==> src/rtl/knight_pkg.sv <==
// rtl/knight_pkg.sv - knight move constants, sequencer states and move-offset decode
package knight_pkg;

    localparam logic [3:0] OP_MOVE     = 4'h4;
    localparam logic [3:0] OP_FANFARE  = 4'h5;

    localparam logic [7:0] HDG_NORTH   = 8'h00;
    localparam logic [7:0] HDG_WEST    = 8'h3F;
    localparam logic [7:0] HDG_SOUTH   = 8'h7F;
    localparam logic [7:0] HDG_EAST    = 8'hBF;

    localparam logic [7:0] RESP_DONE   = 8'hA5;
    localparam logic [7:0] RESP_BUSY   = 8'h5A;

    typedef enum logic [2:0] {
        ST_IDLE,
        ST_VERT,
        ST_HOLD_V,
        ST_HORZ,
        ST_HOLD_H
    } state_e;

    typedef struct packed {
        logic signed [2:0] dx;
        logic signed [2:0] dy;
    } offset_t;

    // +x is east, +y is north; anything that is not one-hot yields a null offset
    function automatic offset_t decode_move(input logic [7:0] move);
        offset_t o;
        o.dx = 3'sd0;
        o.dy = 3'sd0;
        case (move)
            8'h01: begin o.dx =  3'sd1; o.dy =  3'sd2; end
            8'h02: begin o.dx = -3'sd1; o.dy =  3'sd2; end
            8'h04: begin o.dx = -3'sd2; o.dy =  3'sd1; end
            8'h08: begin o.dx = -3'sd2; o.dy = -3'sd1; end
            8'h10: begin o.dx = -3'sd1; o.dy = -3'sd2; end
            8'h20: begin o.dx =  3'sd1; o.dy = -3'sd2; end
            8'h40: begin o.dx =  3'sd2; o.dy = -3'sd1; end
            8'h80: begin o.dx =  3'sd2; o.dy =  3'sd1; end
            default: ;
        endcase
        return o;
    endfunction

endpackage

==> src/rtl/tour_cmd_seq_if.sv <==
// rtl/tour_cmd_seq_if.sv - command mux handshake bus between UART, sequencer and command processor
interface tour_cmd_seq_if;
    logic [15:0] cmd_UART;
    logic        cmd_rdy_UART;
    logic        clr_cmd_rdy_UART;
    logic [15:0] cmd;
    logic        cmd_rdy;
    logic        clr_cmd_rdy;
    logic        send_resp;
    logic [7:0]  resp;

    modport master (
        input  cmd_UART, cmd_rdy_UART, clr_cmd_rdy, send_resp,
        output clr_cmd_rdy_UART, cmd, cmd_rdy, resp
    );

    modport slave (
        output cmd_UART, cmd_rdy_UART, clr_cmd_rdy, send_resp,
        input  clr_cmd_rdy_UART, cmd, cmd_rdy, resp
    );
endinterface

==> src/rtl/tour_cmd_seq_move_decode.sv <==
// rtl/tour_cmd_seq_move_decode.sv - one-hot knight move to vertical and horizontal motion commands
module move_decode
    import knight_pkg::*;
(
    input  logic [7:0]  move_i,
    output logic [15:0] vert_cmd_o,
    output logic [15:0] horz_cmd_o
);

    offset_t    ofs;
    logic [2:0] abs_dx;
    logic [2:0] abs_dy;
    logic [7:0] horz_hdg;

    assign ofs    = decode_move(move_i);
    assign abs_dx = ofs.dx[2] ? 3'(-ofs.dx) : 3'(ofs.dx);
    assign abs_dy = ofs.dy[2] ? 3'(-ofs.dy) : 3'(ofs.dy);

    // a zero horizontal leg (invalid move) points north rather than west
    assign horz_hdg = ofs.dx[2]        ? HDG_WEST :
                      (ofs.dx != 3'sd0) ? HDG_EAST : HDG_NORTH;

    assign vert_cmd_o = {OP_MOVE, ofs.dy[2] ? HDG_SOUTH : HDG_NORTH, 1'b0, abs_dy};
    assign horz_cmd_o = {OP_FANFARE, horz_hdg, 1'b0, abs_dx};

endmodule

==> src/rtl/tour_cmd_seq.sv <==
// rtl/tour_cmd_seq.sv - replays solved knight's tour as motion commands, muxed with UART commands
module tour_cmd_seq
    import knight_pkg::*;
#(
    parameter int NUM_MOVES = 24
) (
    input  logic            clk,
    input  logic            rst_n,
    input  logic            start_tour,
    input  logic [7:0]      move,
    output logic [4:0]      mv_indx,
    tour_cmd_seq_if.master  bus
);

    localparam logic [4:0] LAST_IDX = 5'(NUM_MOVES - 1);

    state_e      state_q, state_d;
    logic [4:0]  indx_q, indx_d;
    logic [15:0] vert_cmd;
    logic [15:0] horz_cmd;
    logic        last_move;

    move_decode u_move_decode (
        .move_i     (move),
        .vert_cmd_o (vert_cmd),
        .horz_cmd_o (horz_cmd)
    );

    assign mv_indx   = indx_q;
    assign last_move = (indx_q == LAST_IDX);

    always_ff @(posedge clk or negedge rst_n) begin
        if (!rst_n) begin
            state_q <= ST_IDLE;
            indx_q  <= '0;
        end else begin
            state_q <= state_d;
            indx_q  <= indx_d;
        end
    end

    always_comb begin
        state_d              = state_q;
        indx_d               = indx_q;
        bus.cmd              = bus.cmd_UART;
        bus.cmd_rdy          = 1'b0;
        bus.clr_cmd_rdy_UART = 1'b0;
        bus.resp             = RESP_BUSY;
        case (state_q)
            ST_IDLE: begin
                bus.cmd_rdy          = bus.cmd_rdy_UART;
                bus.clr_cmd_rdy_UART = bus.clr_cmd_rdy;
                bus.resp             = RESP_DONE;
                if (start_tour) begin
                    indx_d  = '0;
                    state_d = ST_VERT;
                end
            end
            ST_VERT: begin
                bus.cmd     = vert_cmd;
                bus.cmd_rdy = 1'b1;
                if (bus.clr_cmd_rdy) state_d = ST_HOLD_V;
            end
            ST_HOLD_V: begin
                bus.cmd = vert_cmd;
                if (bus.send_resp) state_d = ST_HORZ;
            end
            ST_HORZ: begin
                bus.cmd     = horz_cmd;
                bus.cmd_rdy = 1'b1;
                if (bus.clr_cmd_rdy) state_d = ST_HOLD_H;
            end
            ST_HOLD_H: begin
                bus.cmd = horz_cmd;
                if (last_move) bus.resp = RESP_DONE;
                if (bus.send_resp) begin
                    if (last_move) begin
                        state_d = ST_IDLE;
                    end else begin
                        indx_d  = indx_q + 5'd1;
                        state_d = ST_VERT;
                    end
                end
            end
            default: state_d = ST_IDLE;
        endcase
    end

endmodule

==> src/flat_wrapper.sv <==
// flat-port wrapper written by rule: the top's interface ports become plain ports
module tour_cmd_seq_flat import knight_pkg::*;
#(
    parameter int NUM_MOVES = 24
)
  (clk, rst_n, start_tour, move, mv_indx, bus_cmd_UART, bus_cmd_rdy_UART, bus_clr_cmd_rdy, bus_send_resp, bus_clr_cmd_rdy_UART, bus_cmd, bus_cmd_rdy, bus_resp);
  tour_cmd_seq_if bus_i ();
  input  logic clk;
  input  logic rst_n;
  input  logic start_tour;
  input  logic [7:0] move;
  output logic [4:0] mv_indx;
  input wire logic [$bits(bus_i.cmd_UART)-1:0] bus_cmd_UART;
  input wire logic [$bits(bus_i.cmd_rdy_UART)-1:0] bus_cmd_rdy_UART;
  input wire logic [$bits(bus_i.clr_cmd_rdy)-1:0] bus_clr_cmd_rdy;
  input wire logic [$bits(bus_i.send_resp)-1:0] bus_send_resp;
  output wire logic [$bits(bus_i.clr_cmd_rdy_UART)-1:0] bus_clr_cmd_rdy_UART;
  output wire logic [$bits(bus_i.cmd)-1:0] bus_cmd;
  output wire logic [$bits(bus_i.cmd_rdy)-1:0] bus_cmd_rdy;
  output wire logic [$bits(bus_i.resp)-1:0] bus_resp;
  assign bus_i.cmd_UART = bus_cmd_UART;
  assign bus_i.cmd_rdy_UART = bus_cmd_rdy_UART;
  assign bus_i.clr_cmd_rdy = bus_clr_cmd_rdy;
  assign bus_i.send_resp = bus_send_resp;
  assign bus_clr_cmd_rdy_UART = bus_i.clr_cmd_rdy_UART;
  assign bus_cmd = bus_i.cmd;
  assign bus_cmd_rdy = bus_i.cmd_rdy;
  assign bus_resp = bus_i.resp;
  tour_cmd_seq #(.NUM_MOVES(NUM_MOVES)) u_core (.clk(clk), .rst_n(rst_n), .start_tour(start_tour), .move(move), .mv_indx(mv_indx), .bus(bus_i));
endmodule
==> config.mk <==
export PLATFORM = sky130hd
export DESIGN_NAME = tour_cmd_seq_flat
export DESIGN_NICKNAME = d
export VERILOG_FILES = /design/src/rtl/knight_pkg.sv /design/src/rtl/tour_cmd_seq_if.sv /design/src/rtl/tour_cmd_seq_move_decode.sv /design/src/rtl/tour_cmd_seq.sv /design/src/flat_wrapper.sv
export SDC_FILE = /design/constraint.sdc
export NUM_CORES = 1
export LEC_CHECK = 0
export BUFFER_PORTS_ARGS = -buffer_cell sky130_fd_sc_hd__buf_2
export CORE_AREA = 10 10 76 78
export DETAILED_ROUTE_END_ITERATION = 16
export DIE_AREA = 0 0 86 88
export HOLD_SLACK_MARGIN = 0.03
export PLACE_DENSITY = 0.81
export SETUP_SLACK_MARGIN = 0.4
export SKIP_CTS_REPAIR_TIMING = 1
export SLEW_MARGIN = 20
export SYNTH_ARGS = -nofsm -noshare
export SYNTH_HDL_FRONTEND = slang
export SYNTH_HIERARCHICAL = 1
export SYNTH_SLANG_ARGS = --single-unit
export TNS_END_PERCENT = 100
==> constraint.sdc <==
create_clock -name clk -period 3 [get_ports clk]
set_input_delay 0.6 -clock clk [delete_from_list [all_inputs] [get_ports clk]]
set_output_delay 0.6 -clock clk [all_outputs]
set_load 0.01 [all_outputs]
==> reports/qor.csv, run 1 <==
stage;metric;value;unit
run_status;status;finished with violations;
run_status;failing checks;setup timing;
power;Peak VDD IR;0.000463;V
cts;TritonCTS Sinks;8;
timing;clk_skew;0.000931;ns
critical_path;worst path arrival time;2.70;ns
floorplanning;die area;7570;um^2
finish;diode count;0;
logic_synthesis;adder-cell share of the synthesized area;0.0194;
finish;layout cells sized above 1;0.373;
logic_synthesis;YS warnings;6;
global_route;number of global-route vias before repair;1906;
cts;CTS tree;done;
placed_design;dpl hpwl;4.26;mm
critical_path;crit path kind;in -> out;
logic_synthesis;Syn Std Cell Area;1940;um^2
detailed_routing;DR vias/cell;5.75;
critical_path;reg-to-reg endpoint;u_core/mv_indx[0];
cts;Clock Path Buffers;2;
job;max_cap viols;0;
global_route;initial antenna violation count;0;
finish;fin area;2460;um^2
floorplanning;io pins;61;
critical_path;Worst Setup End Kind;output port;
critical_path;startpoint types;primary input;
timing;Tcrit/Tclk final;1.10;
logic_synthesis;top post-synthesis cells by area;buf_4 (12%), dfrtp_1 (10%), mux2i_1 (8.8%), o211a_1 (8.3%), a2bb2oi_1 (7.2%);
logic_synthesis;Synth Area in Simple Gates;0.260;
floorplanning;Die Ht;88;um
critical_path;reg2reg start;u_core/state_q[2];
finish;Syn-to-layout area delta;26.9;%
power;Power Density;791;nW/um^2
logic_synthesis;largest family of logic cells by synthesized area;compound AO/OA/AOI/OAI gates;
critical_path;slowest CP cell;ha_1;
cts;Reg clk slew, reported paths;0.04;ns
critical_path;worst reg-to-reg path cell count;4;
timing;Worst-Margin Slew;0.586;ns
logic_synthesis;sequential share of the synthesized area;0.103;
timing;min cycle time layout;3.30;ns
floorplanning;Placement Rows;24;
logic_synthesis;Synth top area share;0.116;
finish;# nets final;351;
placed_design;DP Area;2230;um^2
detailed_routing;Via Count;2116;
timing;RSZ-0062 raised after global routing;yes;
global_route;GRT overflow;0;
timing;fin worst setup slack;-0.304;ns
critical_path;reg-to-reg slack, setup;1.04;ns
global_route;Tot GR Track Use;0.133;
floorplanning;initial core utilization;0.452;
cts;CTS Buf Count;3;
detailed_routing;antenna-violating nets left;0;
logic_synthesis;synth unique cells;44;
timing;Final Setup Violations;1;
logic_synthesis;Post-Synth XOR/XNOR Area;0.0316;
logic_synthesis;Yosys top cell by area;buf_4;
critical_path;CP bufs+invs;2;
global_route;first-pass GRT wire length;8.76;mm
floorplanning;Core Box Area;4290;um^2
timing;Fin. Hold Viols;0;
logic_synthesis;post-synthesis mux area share;0.0955;
detailed_routing;initial DRC count;183;
detailed_routing;DRC violations left;0;
critical_path;critical path fanouts, max;3;
critical_path;CP delay by family, top;simple AND/OR/NAND/NOR gates;
cts;H-tree level count;1;
timing;Slew headroom;0.609;
cts;worst skew pair latency;0.23;ns
floorplanning;Die Wd;86;um
critical_path;CP startpoint;move[1];
detailed_routing;Routed WL per cell;15.9;um
timing;Worst Hold Margin;0.202;ns
placed_design;PortBufs;60;
logic_synthesis;post-synthesis register bit count;8;
timing;Slew Limit Fails;0;
critical_path;CP required;2.40;ns
cts;Clock Tree Root;clkbuf_8;
placed_design;placer congestion estimate;0.863;
critical_path;crit-path max cell delay;0.32;ns
critical_path;crit path cell chain;buf_8 > nor4_4 > nor4b_4 > nor2_1 > ha_1 > nand4b_1 > a211o_1 > o21ai_2 > mux2i_1 > a2bb2oi_1 > o211a_1 > buf_2;
power;Leak;1.16;nW
detailed_routing;drt first pass iters;4;
logic_synthesis;Post-Syn Instances;260;
logic_synthesis;compound-cell area share of the yosys netlist;0.297;
logic_synthesis;Post-Syn Area per Cell;7.46;um^2
global_route;largest net degree at the start of global routing;29;
timing;fmax;303;MHz
worst_hold_path;worst hold path type;in -> async;
detailed_routing;drt total wl;5.84;mm
worst max-delay path by stage:
stage,endpoint,slack [ns],depth (start not counted)
floorplan,bus_cmd[1],-0.10,11
global placement,bus_cmd[1],-0.19,12
detailed placement,bus_cmd[1],-0.29,12
CTS,bus_cmd[1],-0.29,12
global route,bus_cmd[1],-0.45,12
finish,bus_cmd[1],-0.30,12
flip-flops by register name, indices dropped and copies added (netlist names):
signal and flops:
u_core/state_q 3, u_core/mv_indx 5
cell families (layout without fill, tap and decap cells):
group | count (synthesis) | count (layout)
flops | 8 | 8
simple gates | 88 | 89
buf+inv | 57 | 102
compound gates | 77 | 77
fa+ha+maj | 3 | 3
xor+xnor | 7 | 7
other cells | 2 | 12
mux | 18 | 18
final cells by class:
cell class                 instances  area, um^2
sequential                         8         200
multi-input combinational        206        1510
tap                               52        65.1
fill                             398        1830
inverter                           6        22.5
clock buffer                       3        41.3
timing repair buffer              93         619
cell usage in the layout, fill, tap and decap left out, drive strengths merged, types with 6 or more instances in the layout:
| master | count |
|---|---|
| nand3 | 6 |
| nand2 | 11 |
| nor3 | 16 |
| inv | 6 |
| o211a | 16 |
| conb | 12 |
| dfrtp | 8 |
| nor2b | 16 |
| a2bb2oi | 16 |
| nor2 | 18 |
| mux2i | 17 |
| buf | 92 |
| o21ai | 27 |
cell usage after synthesis, drive strengths merged:
cell type / n
mux2i: 17
o22ai: 1
and2: 1
nand3: 6
a21oi: 2
nand4b: 3
o21a: 3
o22a: 1
inv: 6
a2bb2oi: 16
clkbuf: 3
nor4b: 4
o21ai: 27
ha: 3
dfrtp: 8
conb: 2
nor2: 18
nand3b: 4
nor3b: 1
xor2: 5
nand2: 11
a211o: 1
o221ai: 2
o211a: 16
nor3: 16
nand2b: 3
nor2b: 16
o32ai: 2
xnor2: 2
or2: 2
buf: 48
o311ai: 1
nor4: 2
a211oi: 2
nand4: 1
mux2: 1
a31oi: 2
a31o: 1
layer usage:
metal	GRT usage	up-vias	share of wire
li1	-	1029	-
met1	0.159	1009	0.39
met2	0.236	74	0.54
met3	0.0260	4	0.060
met4	0.0314	0	0.0065
met5	0	-	0
stage by stage:
step                      setup slack (ns)   util  std cells  TNS (ns)  power, mW
after floorplan                     -0.104      -        270    -0.104       1.31
after global placement              -0.190  0.520        361    -0.190       1.65
after detailed placement            -0.292  0.520        361    -0.292       1.70
final                               -0.304  0.573        368    -0.304       1.95
after global routing                -0.452  0.573        368    -0.452       2.11
after CTS                           -0.292  0.529        364    -0.292       1.84
power breakdown:
part | internal, mW | switching [mW]
sequential | 0.141 | 0.0541
combinational | 0.771 | 0.847
clock | 0.0874 | 0.0476
total | 0.999 | 0.948
No activity file was read; power rests on OpenSTA's default activity.
==> run 2, diff against run 1 <==
--- a/config.mk
+++ b/config.mk
@@ -6,11 +6,11 @@
 export NUM_CORES = 1
 export LEC_CHECK = 0
 export BUFFER_PORTS_ARGS = -buffer_cell sky130_fd_sc_hd__buf_2
-export CORE_AREA = 10 10 76 78
+export CORE_AREA = 10 10 72 74
 export DETAILED_ROUTE_END_ITERATION = 16
-export DIE_AREA = 0 0 86 88
+export DIE_AREA = 0 0 82 84
 export HOLD_SLACK_MARGIN = 0.03
-export PLACE_DENSITY = 0.81
+export PLACE_DENSITY = 0.86
 export SETUP_SLACK_MARGIN = 0.4
 export SKIP_CTS_REPAIR_TIMING = 1
 export SLEW_MARGIN = 20
==> constraint.sdc (replaced) <==
create_clock -name clk -period 3.5 [get_ports clk]
set_input_delay 0.7 -clock clk [delete_from_list [all_inputs] [get_ports clk]]
set_output_delay 0.7 -clock clk [all_outputs]
set_load 0.01 [all_outputs]
==> run 2 against run 1 <==
The run still ends with setup timing left; core utilization fell by 0.63 points; via count is 2.9% lower; die area decreased by 9.0%; power down 21%; sequential power barely moved; global-route usage increased by 1.3 points; combinational power is 23% lower; cell count fell by 7.1%; flip-flop and latch count stayed put; hold slack improved by 0.11 ns; non-clock buffer count down 23; wire length is 1.3% higher.
==> reports/qor.csv, run 2 (synthesis gave the netlist of run 1 again) <==
stage;metric;value;unit;change
critical_path;slowest CP cell;ha_1;;
timing;Fin. Hold Viols;0;;unchanged
cts;CTS tree;done;;
critical_path;crit path cell chain;clkbuf_4 > o21ai_0 > o21ai_1 > nor2_1 > o21ai_0 > ha_1 > nand4b_1 > a211o_1 > o21ai_2 > mux2i_1 > a2bb2oi_1 > o211a_1 > buf_6;;
timing;Tcrit/Tclk final;1.04;;
finish;layout cells sized above 1;0.291;;-0.0823
floorplanning;Placement Rows;23;;-4.2%
placed_design;placer congestion estimate;0.993;;+15%
worst_hold_path;worst hold path type;in -> async;;
timing;fin worst setup slack;-0.141;ns;+0.163 ns
floorplanning;Die Ht;84;um;-4.5%
power;Power Density;706;nW/um^2;-11%
critical_path;critical path fanouts, max;9;;+6
finish;Syn-to-layout area delta;12.7;%;
floorplanning;io pins;61;;unchanged
critical_path;crit path kind;in -> out;;
cts;worst skew pair latency;0.23;ns;about the same
finish;most frequent cells in the layout;buf_2 (54), o21ai_0 (23), mux2i_1 (17);;
placed_design;PortBufs;60;;unchanged
detailed_routing;Via Count;2055;;-2.9%
detailed_routing;drt total wl;5.91;mm;+1.3%
floorplanning;die area;6890;um^2;-9.0%
timing;min cycle time layout;3.64;ns;
critical_path;worst path arrival time;2.94;ns;+0.24 ns
placed_design;pre-CTS setup slack;0.0276;ns;+0.319 ns
floorplanning;Die Wd;82;um;-4.7%
detailed_routing;drt first pass iters;5;;+1
critical_path;CP bufs+invs;2;;unchanged
cts;Clock Tree Root;clkbuf_8;;
floorplanning;Core Box Area;3860;um^2;-10%
timing;Slew Limit Fails;0;;unchanged
detailed_routing;Routed WL per cell;17.3;um;+9.0%
timing;clk_skew;0.00501;ns;+0.00408 ns
critical_path;reg2reg start;u_core/state_q[2];;
finish;# nets final;327;;-6.8%
global_route;initial antenna violation count;0;;unchanged
critical_path;Most Frequent Cell on Critical Path;o21ai_0;;
power;Leak;1.02;nW;-12%
cts;H-tree level count;1;;unchanged
critical_path;reg-to-reg endpoint;u_core/mv_indx[4];;
critical_path;Worst Setup End Kind;output port;;
timing;Final Setup Violations;1;;unchanged
cts;Reg clk slew, reported paths;0.04;ns;about the same
global_route;first-pass GRT wire length;8.56;mm;-2.4%
critical_path;startpoint types;primary input;;
cts;TritonCTS Sinks;8;;unchanged
floorplanning;initial core utilization;0.503;;+0.0513
cts;Clock Path Buffers;2;;unchanged
finish;diode count;0;;unchanged
global_route;Tot GR Track Use;0.146;;+0.0134
cts;CTS Buf Count;3;;unchanged
global_route;largest net degree at the start of global routing;39;;+34%
timing;Worst-Margin Slew;0.719;ns;+0.133 ns
job;max_cap viols;0;;unchanged
run_status;status;finished with violations;;
power;Peak VDD IR;0.000431;V;-6.8%
run_status;failing checks;setup timing;;
detailed_routing;DRC violations left;0;;unchanged
detailed_routing;antenna-violating nets left;0;;unchanged
critical_path;reg-to-reg slack, setup;1.35;ns;+0.31 ns
timing;fmax;275;MHz;
finish;max reg flops;5;;unchanged
critical_path;worst reg-to-reg path cell count;4;;unchanged
placed_design;dpl hpwl;3.92;mm;-8.0%
detailed_routing;DR vias/cell;6.01;;+4.5%
global_route;number of global-route vias before repair;1838;;-3.6%
timing;RSZ-0062 raised after global routing;yes;;
critical_path;crit-path max cell delay;0.33;ns;about the same
timing;Slew headroom;0.521;;-0.0880
critical_path;CP delay by family, top;compound AO/OA/AOI/OAI gates;;
critical_path;CP required;2.80;ns;+0.40 ns
finish;commonest non-fill, non-tap cell in the layout;buf_2;;
global_route;GRT overflow;0;;unchanged
detailed_routing;initial DRC count;227;;+24%
timing;Setup TNS Final;-0.141;ns;+0.163 ns
run 2: per-stage QoR:
step                power [mW]  area [um^2]  hold WS (ns)   util  instances
floorplan                 1.12         1990         0.404      -        270
global placement          1.36         2040         0.553  0.529        335
detailed placement        1.40         2040         0.556  0.529        335
CTS                       1.51         2080         0.315  0.540        338
global route              1.68         2190         0.323  0.567        342
finish                    1.54         2190         0.311  0.567        342
run 2: worst max-delay path by stage:
| stage | cells after the start | from | end |
|---|---|---|---|
| final | 13 | move[2] | bus_cmd[1] |
| after floorplan | 11 | move[4] | bus_cmd[1] |
| after global routing | 13 | move[2] | bus_cmd[1] |
| after detailed placement | 12 | move[4] | bus_cmd[1] |
| after global placement | 12 | move[4] | bus_cmd[1] |
| after CTS | 12 | move[4] | bus_cmd[1] |
run 2: final cells by class:
class | instances | area, um^2
fillers | 376 | 1670
multi-input cells | 205 | 1440
repair buffers | 70 | 423
flip-flops and latches | 8 | 200
well taps | 50 | 62.6
clock buffers | 3 | 41.3
inverters | 6 | 22.5
run 2: power by group:
group	internal, mW	switching, mW
combinational	0.563	0.677
sequential	0.120	0.0738
clock	0.0745	0.0355
total	0.757	0.786
run 2: worst register-to-register path, cell delays in order, from the launching register on:
cell and delay, ns:
dfrtp_1 0.69, buf_4 0.41, mux2i_1 0.51, nand2b_1 0.26, o311ai_1 0.13
run 2: metal layers:
metal | global-route usage | wire length, um | up-vias
li1 | - | - | 987
met1 | 0.178 | 2370 | 977
met2 | 0.255 | 3070 | 79
met3 | 0.0302 | 356 | 12
met4 | 0.0217 | 114 | 0
met5 | 0 | 0 | -
==> run 3, diff against run 2 <==
--- a/config.mk
+++ b/config.mk
@@ -6,11 +6,13 @@
 export NUM_CORES = 1
 export LEC_CHECK = 0
 export BUFFER_PORTS_ARGS = -buffer_cell sky130_fd_sc_hd__buf_2
+export CAP_MARGIN = 20
 export CORE_AREA = 10 10 72 74
 export DETAILED_ROUTE_END_ITERATION = 16
 export DIE_AREA = 0 0 82 84
 export HOLD_SLACK_MARGIN = 0.03
 export PLACE_DENSITY = 0.86
+export REMOVE_ABC_BUFFERS = 1
 export SETUP_SLACK_MARGIN = 0.4
 export SKIP_CTS_REPAIR_TIMING = 1
 export SLEW_MARGIN = 20
==> run 3 against run 2 <==
The flow now finishes without violations; clock power is essentially flat; worst setup slack gained 0.25 ns; maximum frequency grew 7.2%; global-route usage grew 0.075 points; critical endpoint unchanged; largest power group unchanged; highest routed layer unchanged.
==> reports/qor.csv, run 3 (synthesis gave the netlist of run 1 again) <==
stage;metric;value;unit;change
finish;filler cell count;360;;-4.3%
detailed_routing;drt first pass iters;5;;unchanged
critical_path;reg-to-reg slack, setup;1.35;ns;about the same
detailed_routing;DRC violations left;0;;unchanged
timing;fmax;295;MHz;+7.2%
timing;Fin. Hold Viols;0;;unchanged
critical_path;Worst Setup End Kind;output port;;
cts;worst skew pair latency;0.23;ns;about the same
floorplanning;Placement Rows;23;;unchanged
critical_path;crit path cell chain;buf_12 > nor4_4 > nor4b_4 > nor2_1 > ha_1 > nand4b_1 > a211o_1 > o21ai_2 > mux2i_1 > a2bb2oi_1 > o211a_1 > buf_2;;
global_route;largest net degree at the start of global routing;39;;unchanged
floorplanning;die area;6890;um^2;unchanged
timing;fin worst setup slack;0.105;ns;+0.246 ns
critical_path;slowest CP cell;ha_1;;
finish;diode count;0;;unchanged
placed_design;PortBufs;60;;unchanged
timing;Setup TNS Final;0;ns;+0.141 ns
global_route;number of global-route vias before repair;1840;;+0.11%
floorplanning;Core Box Area;3860;um^2;unchanged
global_route;first-pass GRT wire length;8.58;mm;+0.23%
critical_path;reg2reg start;u_core/state_q[2];;
detailed_routing;initial DRC count;160;;-30%
critical_path;worst path arrival time;2.69;ns;-0.25 ns
critical_path;reg-to-reg endpoint;u_core/mv_indx[1];;
cts;H-tree level count;1;;unchanged
floorplanning;io pins;61;;unchanged
timing;Worst-Margin Slew;0.721;ns;+0.00154 ns
finish;commonest non-fill, non-tap cell in the layout;buf_2;;
power;Leak;1.02;nW;-0.38%
finish;multi-input logic area;1430;um^2;-0.52%
timing;min cycle time layout;3.39;ns;-0.246 ns
critical_path;startpoint types;primary input;;
timing;Slew headroom;0.519;;-0.00155
detailed_routing;antenna-violating nets left;0;;unchanged
detailed_routing;drt total wl;5.23;mm;-12%
cts;Clock Path Buffers;2;;unchanged
cts;TritonCTS Sinks;8;;unchanged
worst_hold_path;worst hold path type;in -> async;;
detailed_routing;DR vias/cell;5.72;;-4.8%
critical_path;CP required;2.80;ns;about the same
detailed_routing;Via Count;1962;;-4.5%
finish;# nets final;328;;+0.31%
detailed_routing;Routed WL per cell;15.2;um;-12%
finish;sequential cell area;200;um^2;unchanged
power;Power Density;703;nW/um^2;-0.40%
global_route;GRT overflow;0;;unchanged
timing;clk_skew;0.00322;ns;-0.00179 ns
global_route;initial antenna violation count;0;;unchanged
placed_design;dpl hpwl;3.96;mm;+1.0%
power;Peak VDD IR;0.000370;V;-14%
placed_design;placer congestion estimate;0.908;;-8.5%
floorplanning;Die Ht;84;um;unchanged
finish;most frequent cells in the layout;buf_2 (56), o21ai_0 (24), mux2i_1 (17);;
timing;Final Setup Violations;0;;-1
finish;layout cells sized above 1;0.290;;-0.000994
timing;Tcrit/Tclk final;0.970;;-0.0702
critical_path;critical path fanouts, max;6;;-3
timing;RSZ-0062 raised after global routing;yes;;
placed_design;pre-CTS setup slack;-0.00273;ns;-0.0304 ns
floorplanning;Die Wd;82;um;unchanged
timing;Slew Limit Fails;0;;unchanged
critical_path;crit-path max cell delay;0.30;ns;-0.03 ns
job;max_cap viols;0;;unchanged
cts;CTS Buf Count;3;;unchanged
cts;Reg clk slew, reported paths;0.04;ns;about the same
finish;Syn-to-layout area delta;11.6;%;
critical_path;worst reg-to-reg path cell count;4;;unchanged
floorplanning;initial core utilization;0.503;;unchanged
cts;CTS tree;done;;
finish;max reg flops;5;;unchanged
run_status;status;finished, final reports clean;;
critical_path;CP startpoint;move[1];;
cts;Clock Tree Root;clkbuf_8;;
global_route;Tot GR Track Use;0.147;;+0.000752
critical_path;CP bufs+invs;2;;unchanged
critical_path;crit path kind;in -> out;;
critical_path;CP delay by family, top;simple AND/OR/NAND/NOR gates;;
-- run 3: worst max path at each step --
stage | end | cells after the start | slack (ns)
global route | bus_cmd[1] | 12 | -0.09
CTS | bus_cmd[1] | 13 | -0.01
floorplan | bus_cmd[1] | 10 | 0.23
global placement | bus_cmd[1] | 12 | 0.07
finish | bus_cmd[1] | 12 | 0.11
detailed placement | bus_cmd[1] | 13 | -0.003
-- run 3: power by group --
| group | switching (mW) | internal, mW |
|---|---|---|
| Combinational | 0.678 | 0.555 |
| Sequential | 0.0553 | 0.120 |
| Clock | 0.0381 | 0.0746 |
-- run 3: metal layers --
layer | up-vias | track usage | share of wire
li1 | 981 | - | -
met4 | 0 | 0.0557 | 0.020
met1 | 902 | 0.179 | 0.42
met5 | - | 0 | 0
met2 | 70 | 0.244 | 0.49
met3 | 9 | 0.0259 | 0.076
-- run 3: area by class of cell --
class | count | area share
repair buffers | 71 | 0.189
inverters | 6 | 0.0104
well taps | 50 | 0.0289
flip-flops and latches | 8 | 0.0925
clock buffers | 3 | 0.0191
multi-input cells | 205 | 0.660
-- run 3: per-stage QoR --
step	power (mW)	utilization	instances	area, um^2	hold WS, ns
4_1_cts	1.53	0.545	341	2100	0.305
3_5_place_dp	1.41	0.535	338	2060	0.551
2_1_floorplan	0.964	-	219	1630	0.404
6_report	1.52	0.561	343	2160	0.301
5_1_grt	1.67	0.561	343	2160	0.308
3_3_place_gp	1.38	0.535	338	2060	0.550
